## config.mk

```make
export PLATFORM = sky130hd
export DESIGN_NAME = uart_rx_axis
export DESIGN_NICKNAME = d
export VERILOG_FILES = /design/src/rtl/uart_rx_axis.sv
export SDC_FILE = /design/constraint.sdc
export NUM_CORES = 1
export LEC_CHECK = 0
export BUFFER_PORTS_ARGS = -buffer_cell sky130_fd_sc_hd__buf_2
export CORE_MARGIN = 1.5
export CORE_UTILIZATION = 61
export CTS_CLUSTER_DIAMETER = 50
export DETAILED_ROUTE_END_ITERATION = 12
export GPL_TIMING_DRIVEN = 0
export PLACE_DENSITY = 0.79
export SLEW_MARGIN = 20
export SYNTH_ARGS = -nofsm -noshare
export SYNTH_HDL_FRONTEND = slang
export SYNTH_SLANG_ARGS = --single-unit
```

## constraint.sdc

```tcl
create_clock -name clk -period 4.45 [get_ports clk]
set_input_delay 0.89 -clock clk [delete_from_list [all_inputs] [get_ports clk]]
set_output_delay 0.89 -clock clk [all_outputs]
set_load 0.03 [all_outputs]
```

## src/rtl/uart_rx_axis.sv

```systemverilog
// rtl/uart_rx_axis.sv - 16x oversampled UART receiver with frame FIFO and AXIS output
module uart_rx_axis #(
   parameter int DATA_BITS  = 8,
   parameter int DIV_W      = 16,
   parameter int FIFO_DEPTH = 8
) (
   input  logic                            clk,
   input  logic                            rst,
   input  logic                            rx,
   input  logic [DIV_W-1:0]                cfg_div,
   input  logic [1:0]                      cfg_parity,
   input  logic                            cfg_two_stop,
   output logic [DATA_BITS-1:0]            m_axis_tdata,
   output logic [1:0]                      m_axis_tuser,
   output logic                            m_axis_tvalid,
   input  logic                            m_axis_tready,
   output logic                            overrun,
   output logic                            break_det,
   output logic [$clog2(FIFO_DEPTH):0]     fifo_level
);

   localparam int AW = $clog2(FIFO_DEPTH);
   localparam int BW = $clog2(DATA_BITS + 1);
   localparam int EW = DATA_BITS + 2;

   typedef enum logic [2:0] {
      S_IDLE, S_START, S_DATA, S_PARITY, S_STOP1, S_STOP2, S_BRK
   } state_t;

   state_t               state_q, state_d;
   logic                 rx_meta_q, rx_s_q, rx_prev_q;
   logic [1:0]           sync_vld_q;
   logic                 armed_q;
   logic [DIV_W-1:0]     div_q, cnt_q, div_m1;
   logic [1:0]           par_q;
   logic                 two_q;
   logic [3:0]           tcnt_q;
   logic                 s7_q, s8_q;
   logic [BW-1:0]        bit_cnt_q;
   logic [DATA_BITS-1:0] data_q;
   logic                 par_err_q, par_bit_q, stop1_q;

   logic [EW-1:0]        mem [FIFO_DEPTH];
   logic [AW:0]          wr_q, rd_q;

   logic tick, t9, t15, start, maj, par_en, is_brk, fe_now, complete;
   logic full, empty, pop, push_req, do_push;

   assign div_m1 = (div_q == '0) ? '0 : div_q - 1'b1;
   assign tick   = (cnt_q == div_m1);
   assign t9     = tick && (tcnt_q == 4'd9);
   assign t15    = tick && (tcnt_q == 4'd15);
   assign start  = (state_q == S_IDLE) && armed_q && rx_prev_q && !rx_s_q;
   assign maj    = (s7_q & s8_q) | (s7_q & rx_s_q) | (s8_q & rx_s_q);
   assign par_en = (par_q == 2'b01) || (par_q == 2'b10);

   // In STOP1 the stop bit is being resolved now; in STOP2 it was stored earlier.
   assign is_brk = (data_q == '0) && !(par_en && par_bit_q) &&
                   !((state_q == S_STOP1) ? maj : stop1_q);
   assign fe_now = (state_q == S_STOP1) ? !maj : (!stop1_q || !maj);

   always_comb begin
      state_d  = state_q;
      complete = 1'b0;
      case (state_q)
         S_IDLE:   if (start) state_d = S_START;
         S_START: begin
            if (t9 && maj)  state_d = S_IDLE;
            else if (t15)   state_d = S_DATA;
         end
         S_DATA:   if (t15 && bit_cnt_q == BW'(DATA_BITS))
                      state_d = par_en ? S_PARITY : S_STOP1;
         S_PARITY: if (t15) state_d = S_STOP1;
         S_STOP1: begin
            if (t9 && !two_q)     complete = 1'b1;
            else if (t15 && two_q) state_d = S_STOP2;
         end
         S_STOP2:  if (t9) complete = 1'b1;
         S_BRK:    if (rx_s_q) state_d = S_IDLE;
         default:  state_d = S_IDLE;
      endcase
      if (complete) state_d = is_brk ? S_BRK : S_IDLE;
   end

   assign empty    = (wr_q == rd_q);
   assign full     = (wr_q[AW] != rd_q[AW]) && (wr_q[AW-1:0] == rd_q[AW-1:0]);
   assign pop      = !empty && m_axis_tready;
   assign push_req = complete && !is_brk;
   assign do_push  = push_req && (!full || pop);

   assign overrun   = push_req && full && !pop;
   assign break_det = complete && is_brk;

   always_ff @(posedge clk or posedge rst) begin
      if (rst) begin
         state_q    <= S_IDLE;
         rx_meta_q  <= 1'b1;
         rx_s_q     <= 1'b1;
         rx_prev_q  <= 1'b1;
         sync_vld_q <= '0;
         armed_q    <= 1'b0;
         div_q      <= '0;
         cnt_q      <= '0;
         par_q      <= '0;
         two_q      <= 1'b0;
         tcnt_q     <= '0;
         s7_q       <= 1'b1;
         s8_q       <= 1'b1;
         bit_cnt_q  <= '0;
         data_q     <= '0;
         par_err_q  <= 1'b0;
         par_bit_q  <= 1'b0;
         stop1_q    <= 1'b1;
      end else begin
         state_q    <= state_d;
         rx_meta_q  <= rx;
         rx_s_q     <= rx_meta_q;
         rx_prev_q  <= rx_s_q;
         sync_vld_q <= {sync_vld_q[0], 1'b1};
         // Only trust rx_s once the synchroniser holds real samples, not reset values.
         if (sync_vld_q[1] && rx_s_q) armed_q <= 1'b1;

         if (start) begin
            div_q     <= cfg_div;
            par_q     <= cfg_parity;
            two_q     <= cfg_two_stop;
            cnt_q     <= '0;
            tcnt_q    <= '0;
            bit_cnt_q <= '0;
            par_err_q <= 1'b0;
            par_bit_q <= 1'b0;
            stop1_q   <= 1'b1;
         end else if (tick) begin
            cnt_q  <= '0;
            tcnt_q <= tcnt_q + 1'b1;
         end else begin
            cnt_q  <= cnt_q + 1'b1;
         end

         if (tick && tcnt_q == 4'd7) s7_q <= rx_s_q;
         if (tick && tcnt_q == 4'd8) s8_q <= rx_s_q;

         if (t9) begin
            case (state_q)
               S_DATA: begin
                  data_q    <= {maj, data_q[DATA_BITS-1:1]};
                  bit_cnt_q <= bit_cnt_q + 1'b1;
               end
               S_PARITY: begin
                  par_bit_q <= maj;
                  par_err_q <= (^data_q) ^ maj ^ par_q[1];
               end
               S_STOP1: stop1_q <= maj;
               default: ;
            endcase
         end
      end
   end

   always_ff @(posedge clk or posedge rst) begin
      if (rst) begin
         wr_q <= '0;
         rd_q <= '0;
      end else begin
         if (do_push) wr_q <= wr_q + 1'b1;
         if (pop)     rd_q <= rd_q + 1'b1;
      end
   end

   always_ff @(posedge clk) begin
      if (do_push) mem[wr_q[AW-1:0]] <= {fe_now, par_err_q, data_q};
   end

   assign m_axis_tvalid = !empty;
   assign m_axis_tdata  = empty ? '0 : mem[rd_q[AW-1:0]][DATA_BITS-1:0];
   assign m_axis_tuser  = empty ? '0 : mem[rd_q[AW-1:0]][EW-1:DATA_BITS];
   assign fifo_level    = wr_q - rd_q;

endmodule
```

==> results of run 1 <==
[layer usage]
metal | GRT usage | vias up | part of all wire
li1 | - | 2650 | -
met1 | 0.3992 | 2831 | 0.43
met2 | 0.4667 | 282 | 0.48
met3 | 0.06538 | 41 | 0.078
met4 | 0.09465 | 0 | 0.017
met5 | 0 | - | 0
[power groups by stage]
stage                     Clock, uW  Sequential, uW  Combinational (uW)
after CTS                      1430            1840                1680
after detailed placement          0            1870                1590
final                          1420            1860                1800
after floorplan                   0            1810                1240
after global placement            0            1860                1530
after global routing           1480            1890                1950
[cell usage after synthesis, drive strengths merged (4+ instances only)]
master / instances
nor3: 18
a31oi: 7
or4: 8
mux2: 4
buf: 8
nand2b: 11
nor4b: 5
o21ai: 27
mux2i: 5
mux4: 20
dfstp: 6
edfxtp: 80
nand2: 109
ha: 16
nand3: 26
a21oi: 20
o211ai: 4
xor2: 19
nand4: 14
nor2: 49
xnor2: 25
a21o: 5
and3: 9
nor4: 15
nand3b: 4
clkbuf: 28
dfrtp: 67
inv: 34
[worst max-delay path by stage]
stage / start / depth (start not counted) / slack, ns / end
3_5_place_dp: div_q[0] / 13 / -0.29 / mem[3][2]
4_1_cts: div_q[0] / 12 / 0.01 / overrun
3_3_place_gp: div_q[0] / 13 / -0.59 / mem[0][2]
5_1_grt: div_q[0] / 13 / -0.09 / break_det
2_1_floorplan: div_q[0] / 13 / 0.45 / mem[1][0]
6_report: div_q[0] / 13 / 0.03 / break_det
[final cells by class]
cell class,instances,area share
flip-flops and latches,153,0.4696
multi-input cells,465,0.3678
clock buffers,23,0.04965
repair buffers,63,0.04576
well taps,168,0.02330
plain buffers,34,0.01595
inverters,34,0.01442
clock inverters,9,0.01359
[logic make-up after synthesis]
group | after synthesis | synth area share
buf+inv | 70 | 0.03529
flops | 153 | 0.5482
mux | 29 | 0.07058
other cells | 1 | 0.0004852
xor+xnor | 44 | 0.04986
compound gates | 90 | 0.07431
simple gates | 284 | 0.1928
fa+ha+maj | 17 | 0.02849
[state kept, by name, summed over array words and instances, names as in the netlist, 2 cells and up]
| register | cells |
|---|---|
| tcnt_q | 4 |
| sync_vld_q | 2 |
| data_q | 8 |
| cnt_q | 16 |
| mem | 80 |
| div_q | 16 |
| par_q | 2 |
| bit_cnt_q | 4 |
| wr_q | 4 |
| rd_q | 4 |
| state_q | 3 |
[what timing repair did]
action / CTS / global route
gates resized for setup: 12 / 14
pin swaps: 6 / 13
endpoints found under the setup margin: 74 / 42
buffers inserted: 11 / 10
[placed cells by master (no fill, tap or decap), types with 23 or more instances in the layout]
cell	synthesis	layout
nor2_1	48	48
dfrtp_1	67	67
nand2_1	107	107
o21ai_0	25	25
buf_4	1	23
inv_1	34	31
xnor2_1	25	24
buf_2	4	41
clkbuf_1	27	31
edfxtp_1	80	80
nand3_1	26	26
[worst register-to-register path: cells and delay by family (launching register included)]
kind | cells | cell delay, ns
simple gates | 7 | 2.50
buf+inv | 4 | 0.50
flops | 1 | 0.39
compound gates | 2 | 0.33
fa+ha+maj | 1 | 0.15
[stage by stage]
stage / setup slack [ns] / util / setup TNS (ns) / instances
6_report: 0.02510 / 0.7419 / 0 / 949
5_1_grt: -0.08538 / 0.7419 / -0.3170 / 949
4_1_cts: 0.01021 / 0.7306 / 0 / 940
3_5_place_dp: -0.2894 / 0.6727 / -15.34 / 898
3_3_place_gp: -0.5898 / 0.6688 / -17.62 / 895
2_1_floorplan: 0.4542 / - / 0 / 688
==> flow_metrics.tcl, run 1 <==
set metrics [dict create \
    path_common_cell "buf_6" \
    p_switching_uw 1836 \
    grt_start_max_net_pins 41 \
    start_kind "flip-flop" \
    post-route-period-util 0.9944 \
    final_area_sq_um 9022 \
    netlist_top_cells_area "edfxtp_1 31%, dfrtp_1 22%, mux4_2 5.8%" \
    r2r_slack_ns 0.19 \
    hold-path-endpoint "sync_vld_q[1]" \
    clk_pin_slew_ns 0.06 \
    initial_utilization 0.6355 \
    p_comb_frac 0.354 \
    die_w_microns 115.6 \
    grt_pass1_vias 5677 \
    multiInputGateArea_sq_um 3318 \
    syn-num-nets 728 \
    min_from "sync_vld_q[0]" \
    crit_type "flip-flop to output port" \
    drc 0 \
    clock_sinks 153 \
    clk_latency_ns 0.42 \
    max-cap-violations 0 \
    cp.required_ns 3.56 \
    avgViaCountPerCell 6.116 \
    regArea_sq_um 4237 \
    synth_edf_count 80 \
    slowest_delay_ns 0.43 \
    drt_iter0_markers 665 \
    critical_path.top_delay_family "simple AND/OR/NAND/NOR gates" \
    num_vias 5804 \
    wirelength_microns 18160 \
    synth_warnings 0 \
    place_congestion 0.8786 \
    ys_async_sr_fraction 0.4771 \
    grt_antenna_before_repair 0 \
    setup_violations 0 \
    max-clock-path-buffers 2 \
    path_max_fanout 7 \
    hold_depth 0 \
    worst_slew_pin_slew_ns 0.9717 \
    finClkSkew_ns 0.01003 \
    rr_endpoint "mem[3][4]" \
    yosysTopAreaCell "edfxtp_1" \
    drv_slew 0 \
    whs_ns 0.3505 \
    p_leak_uw 0.003731 \
    placed_area_sq_um 8182 \
    cts-root-buf "clkbuf_16" \
    diodes 0 \
    internal_power_uw 3242 \
    outcome "finished clean" \
    path_buf_inv 4 \
    die_h_microns 115.6 \
    cts_tree "done" \
    max_freq_mhz 226.0 \
    hold_viol 0 \
    area_growth_pct 16.74 \
    cts-buffers-inserted 17 \
    cpMaxStageDelayCell "or3b_4" \
    rsz0062_at_grt "true" \
    path_cells "inv_2, ha_4, buf_6, or3b_4, buf_12, nor4_4, a31oi_1, o221ai_1, nand2_1, nor4b_4, and4_4, and3_4, buf_6" \
    ios 40 \
    min_period_ns 4.425 \
    htreeDepth 4 \
    syn_area_per_cell_sq_um 11.23 \
    grt.total_usage 0.2910 \
    power_density_nw_per_um2 562.7 \
    synth-seq-area-share 0.5482 \
    grt_pass1_wl_microns 29060 \
    p_seq_frac 0.367 \
    drive_gt1_frac 0.1997 \
    timing.rr.start "div_q[0]" \
    finalNetCount 808 \
    fp-row-count 40 \
    drtPass1Iterations 8 \
    rr_worst_depth 14 \
    worstHoldPathType "flip-flop to flip-flop" \
    hold_buffers 0 \
    die_area_sq_um 13350 \
    ys_types 72 \
    total_power_uw 5077 \
    peakVddDrop_mv 0.4061 \
    portBuffers 39 \
    syn_inst 688 \
    critPathCaptureType "output port" \
    coreArea_sq_um 12160 \
    num-fill-cells 860 \
    crit_arrival_ns 3.53 \
    synth_top_area_share 0.3108 \
    dp_hpwl_microns 12450 \
    syn_area_sq_um 7729 \
    ys_seq_elements 153 \
    ant_nets 0 \
    sw_frac_of_total 0.3615 \
    ys.flop_type "edfxtp_1" \
    wl_per_cell_microns 19.13 \
    relSlewSlack 0.3498 \
    p_clk_frac 0.279 \
    globalRouteOverflowTotal 0 \
]
Power figures use the tool's default switching activity.
==> run 2: changes to the inputs <==
--- a/config.mk
+++ b/config.mk
@@ -12,6 +12,7 @@
 export DETAILED_ROUTE_END_ITERATION = 12
 export GPL_TIMING_DRIVEN = 0
 export PLACE_DENSITY = 0.79
+export SETUP_SLACK_MARGIN = 0.4
 export SLEW_MARGIN = 20
 export SYNTH_ARGS = -nofsm -noshare
 export SYNTH_HDL_FRONTEND = slang
==> flow_metrics.tcl, run 2 (synthesis results as in run 1) <==
set metrics [dict create \
    power_density_nw_per_um2 554.6 \
    place_congestion 0.8786 \
    mostFrequentLayoutCells "107 x nand2_1, 80 x edfxtp_1, 67 x dfrtp_1, 42 x nor2_1, 41 x buf_2" \
    start_kind "flip-flop" \
    max_freq_mhz 225.6 \
    p_seq_frac 0.364 \
    num-fill-cells 830 \
    clock_sinks 153 \
    wirelength_microns 18670 \
    clk_pin_slew_ns 0.06 \
    cts_tree "done" \
    crit_arrival_ns 3.54 \
    crit_end "break_det" \
    relSlewSlack 0.3687 \
    largest_register_ffs 80 \
    grt_antenna_before_repair 0 \
    max-clock-path-buffers 2 \
    p_clk_frac 0.279 \
    timing.rr.start "div_q[0]" \
    die_h_microns 115.6 \
    num_vias 5823 \
    portBuffers 39 \
    internal_power_uw 3242 \
    layout_commonest_cell "nand2_1" \
    worst_slack_ns 0.01692 \
    initial_utilization 0.6355 \
    diodes 0 \
    htreeDepth 4 \
    max-cap-violations 0 \
    rr_endpoint "mem[1][2]" \
    drive_gt1_frac 0.2180 \
    cts-root-buf "clkbuf_16" \
    worstSetupStartpoint "div_q[0]" \
    drtPass1Iterations 5 \
    post-route-period-util 0.9962 \
    die_area_sq_um 13350 \
    cts-buffers-inserted 17 \
    r2r_slack_ns 0.55 \
    min_from "sync_vld_q[0]" \
    grt_pass1_wl_microns 29460 \
    hold_viol 0 \
    grt.total_usage 0.2952 \
    rsz0062_at_grt "true" \
    drt_iter0_markers 809 \
    cp.required_ns 3.56 \
    min_period_ns 4.433 \
    dp_hpwl_microns 12450 \
    ant_nets 0 \
    ios 40 \
    rr_worst_depth 15 \
    drc 0 \
    coreArea_sq_um 12160 \
    p_leak_uw 0.003763 \
    clk_latency_ns 0.42 \
    place_ws_ns -0.2894 \
    area_growth_pct 18.68 \
    critPathCaptureType "output port" \
    crit_type "flip-flop to output port" \
    finalNetCount 816 \
    fp-row-count 40 \
    p_comb_frac 0.357 \
    worstHoldPathType "flip-flop to flip-flop" \
    wl_per_cell_microns 19.51 \
    sw_frac_of_total 0.3627 \
    avgViaCountPerCell 6.085 \
    path_max_fanout 6 \
    p_switching_uw 1845 \
    final_area_sq_um 9173 \
    finClkSkew_ns 0.008625 \
    placed_area_sq_um 8182 \
    setup_violations 0 \
    worst_slew_pin_slew_ns 0.9371 \
    grt_pass1_vias 5721 \
    peakVddDrop_mv 0.4127 \
    drv_slew 0 \
    die_w_microns 115.6 \
    globalRouteOverflowTotal 0 \
    outcome "finished clean" \
    grt_start_max_net_pins 41 \
]
## run 2: cell types whose count changed in the layout (fill, tap and decap cells not counted), sizes merged
cell | previous run | this run
buf | 72 | 79
clkbuf | 48 | 49
## run 2: layout make-up
cell class                      count  area (sq um)  area share
Buffer                             36         166.4     0.01814
Timing Repair Buffer               69         470.5     0.05129
Clock buffer                       23         447.9     0.04883
Multi-Input combinational cell    465          3388      0.3694
Inverter                           34         130.1     0.01419
Clock inverter                      9         122.6     0.01337
Sequential cell                   153          4237      0.4619
Tap cell                          168         210.2     0.02292
## run 2: worst max-delay path, stage by stage (launching register included)
cell       delay (ns)
dfrtp_1          0.38
inv_2            0.10
ha_4             0.14
buf_8            0.09
or3b_4           0.37
buf_8            0.15
nor3_4           0.19
mux2i_2          0.30
xnor2_2          0.17
o2111ai_2        0.20
nor4b_4          0.39
and4_4           0.29
and3_4           0.21
buf_6            0.13
## run 2: worst min path at each step
stage / endpoint / slack [ns] / depth (start not counted)
after floorplan: sync_vld_q[1] / 0.33 / 0
after global placement: sync_vld_q[1] / 0.33 / 0
after detailed placement: sync_vld_q[1] / 0.34 / 0
after CTS: sync_vld_q[1] / 0.35 / 0
after global routing: rx_s_q / 0.36 / 0
final: sync_vld_q[1] / 0.35 / 0
## run 2: power groups by stage
stage               clock network, uW  logic (uW)  registers (uW)
floorplan                           0        1240            1810
global placement                    0        1530            1860
detailed placement                  0        1590            1870
CTS                              1430        1730            1840
global route                     1480        1980            1880
finish                           1420        1820            1850
## run 2: timing repair
action,CTS,global route
cloned,0,0
pin swaps,9,13
endpoints found under the setup margin,94,78
hold buffers,0,0
resized for setup,31,16
setup buffers,15,12
## run 2: routing by layer
| layer | share of wire | track usage | vias to the layer above |
|---|---|---|---|
| met5 | 0 | 0 | - |
| met4 | 0.017 | 0.08971 | 0 |
| met3 | 0.080 | 0.06956 | 38 |
| met2 | 0.48 | 0.4789 | 274 |
| met1 | 0.42 | 0.4006 | 2840 |
| li1 | - | - | 2671 |
## run 2: per-stage QoR
stage	hold slack (ns)	setup TNS (ns)	utilization	total power, uW	instances
after global routing	0.3633	-0.1312	0.7542	5336	957
final	0.3506	0	0.7542	5087	957
after floorplan	0.3312	0	-	3054	688
after global placement	0.3335	-17.62	0.6688	3397	895
after detailed placement	0.3379	-15.34	0.6727	3460	898
after CTS	0.3519	0	0.7383	5008	945
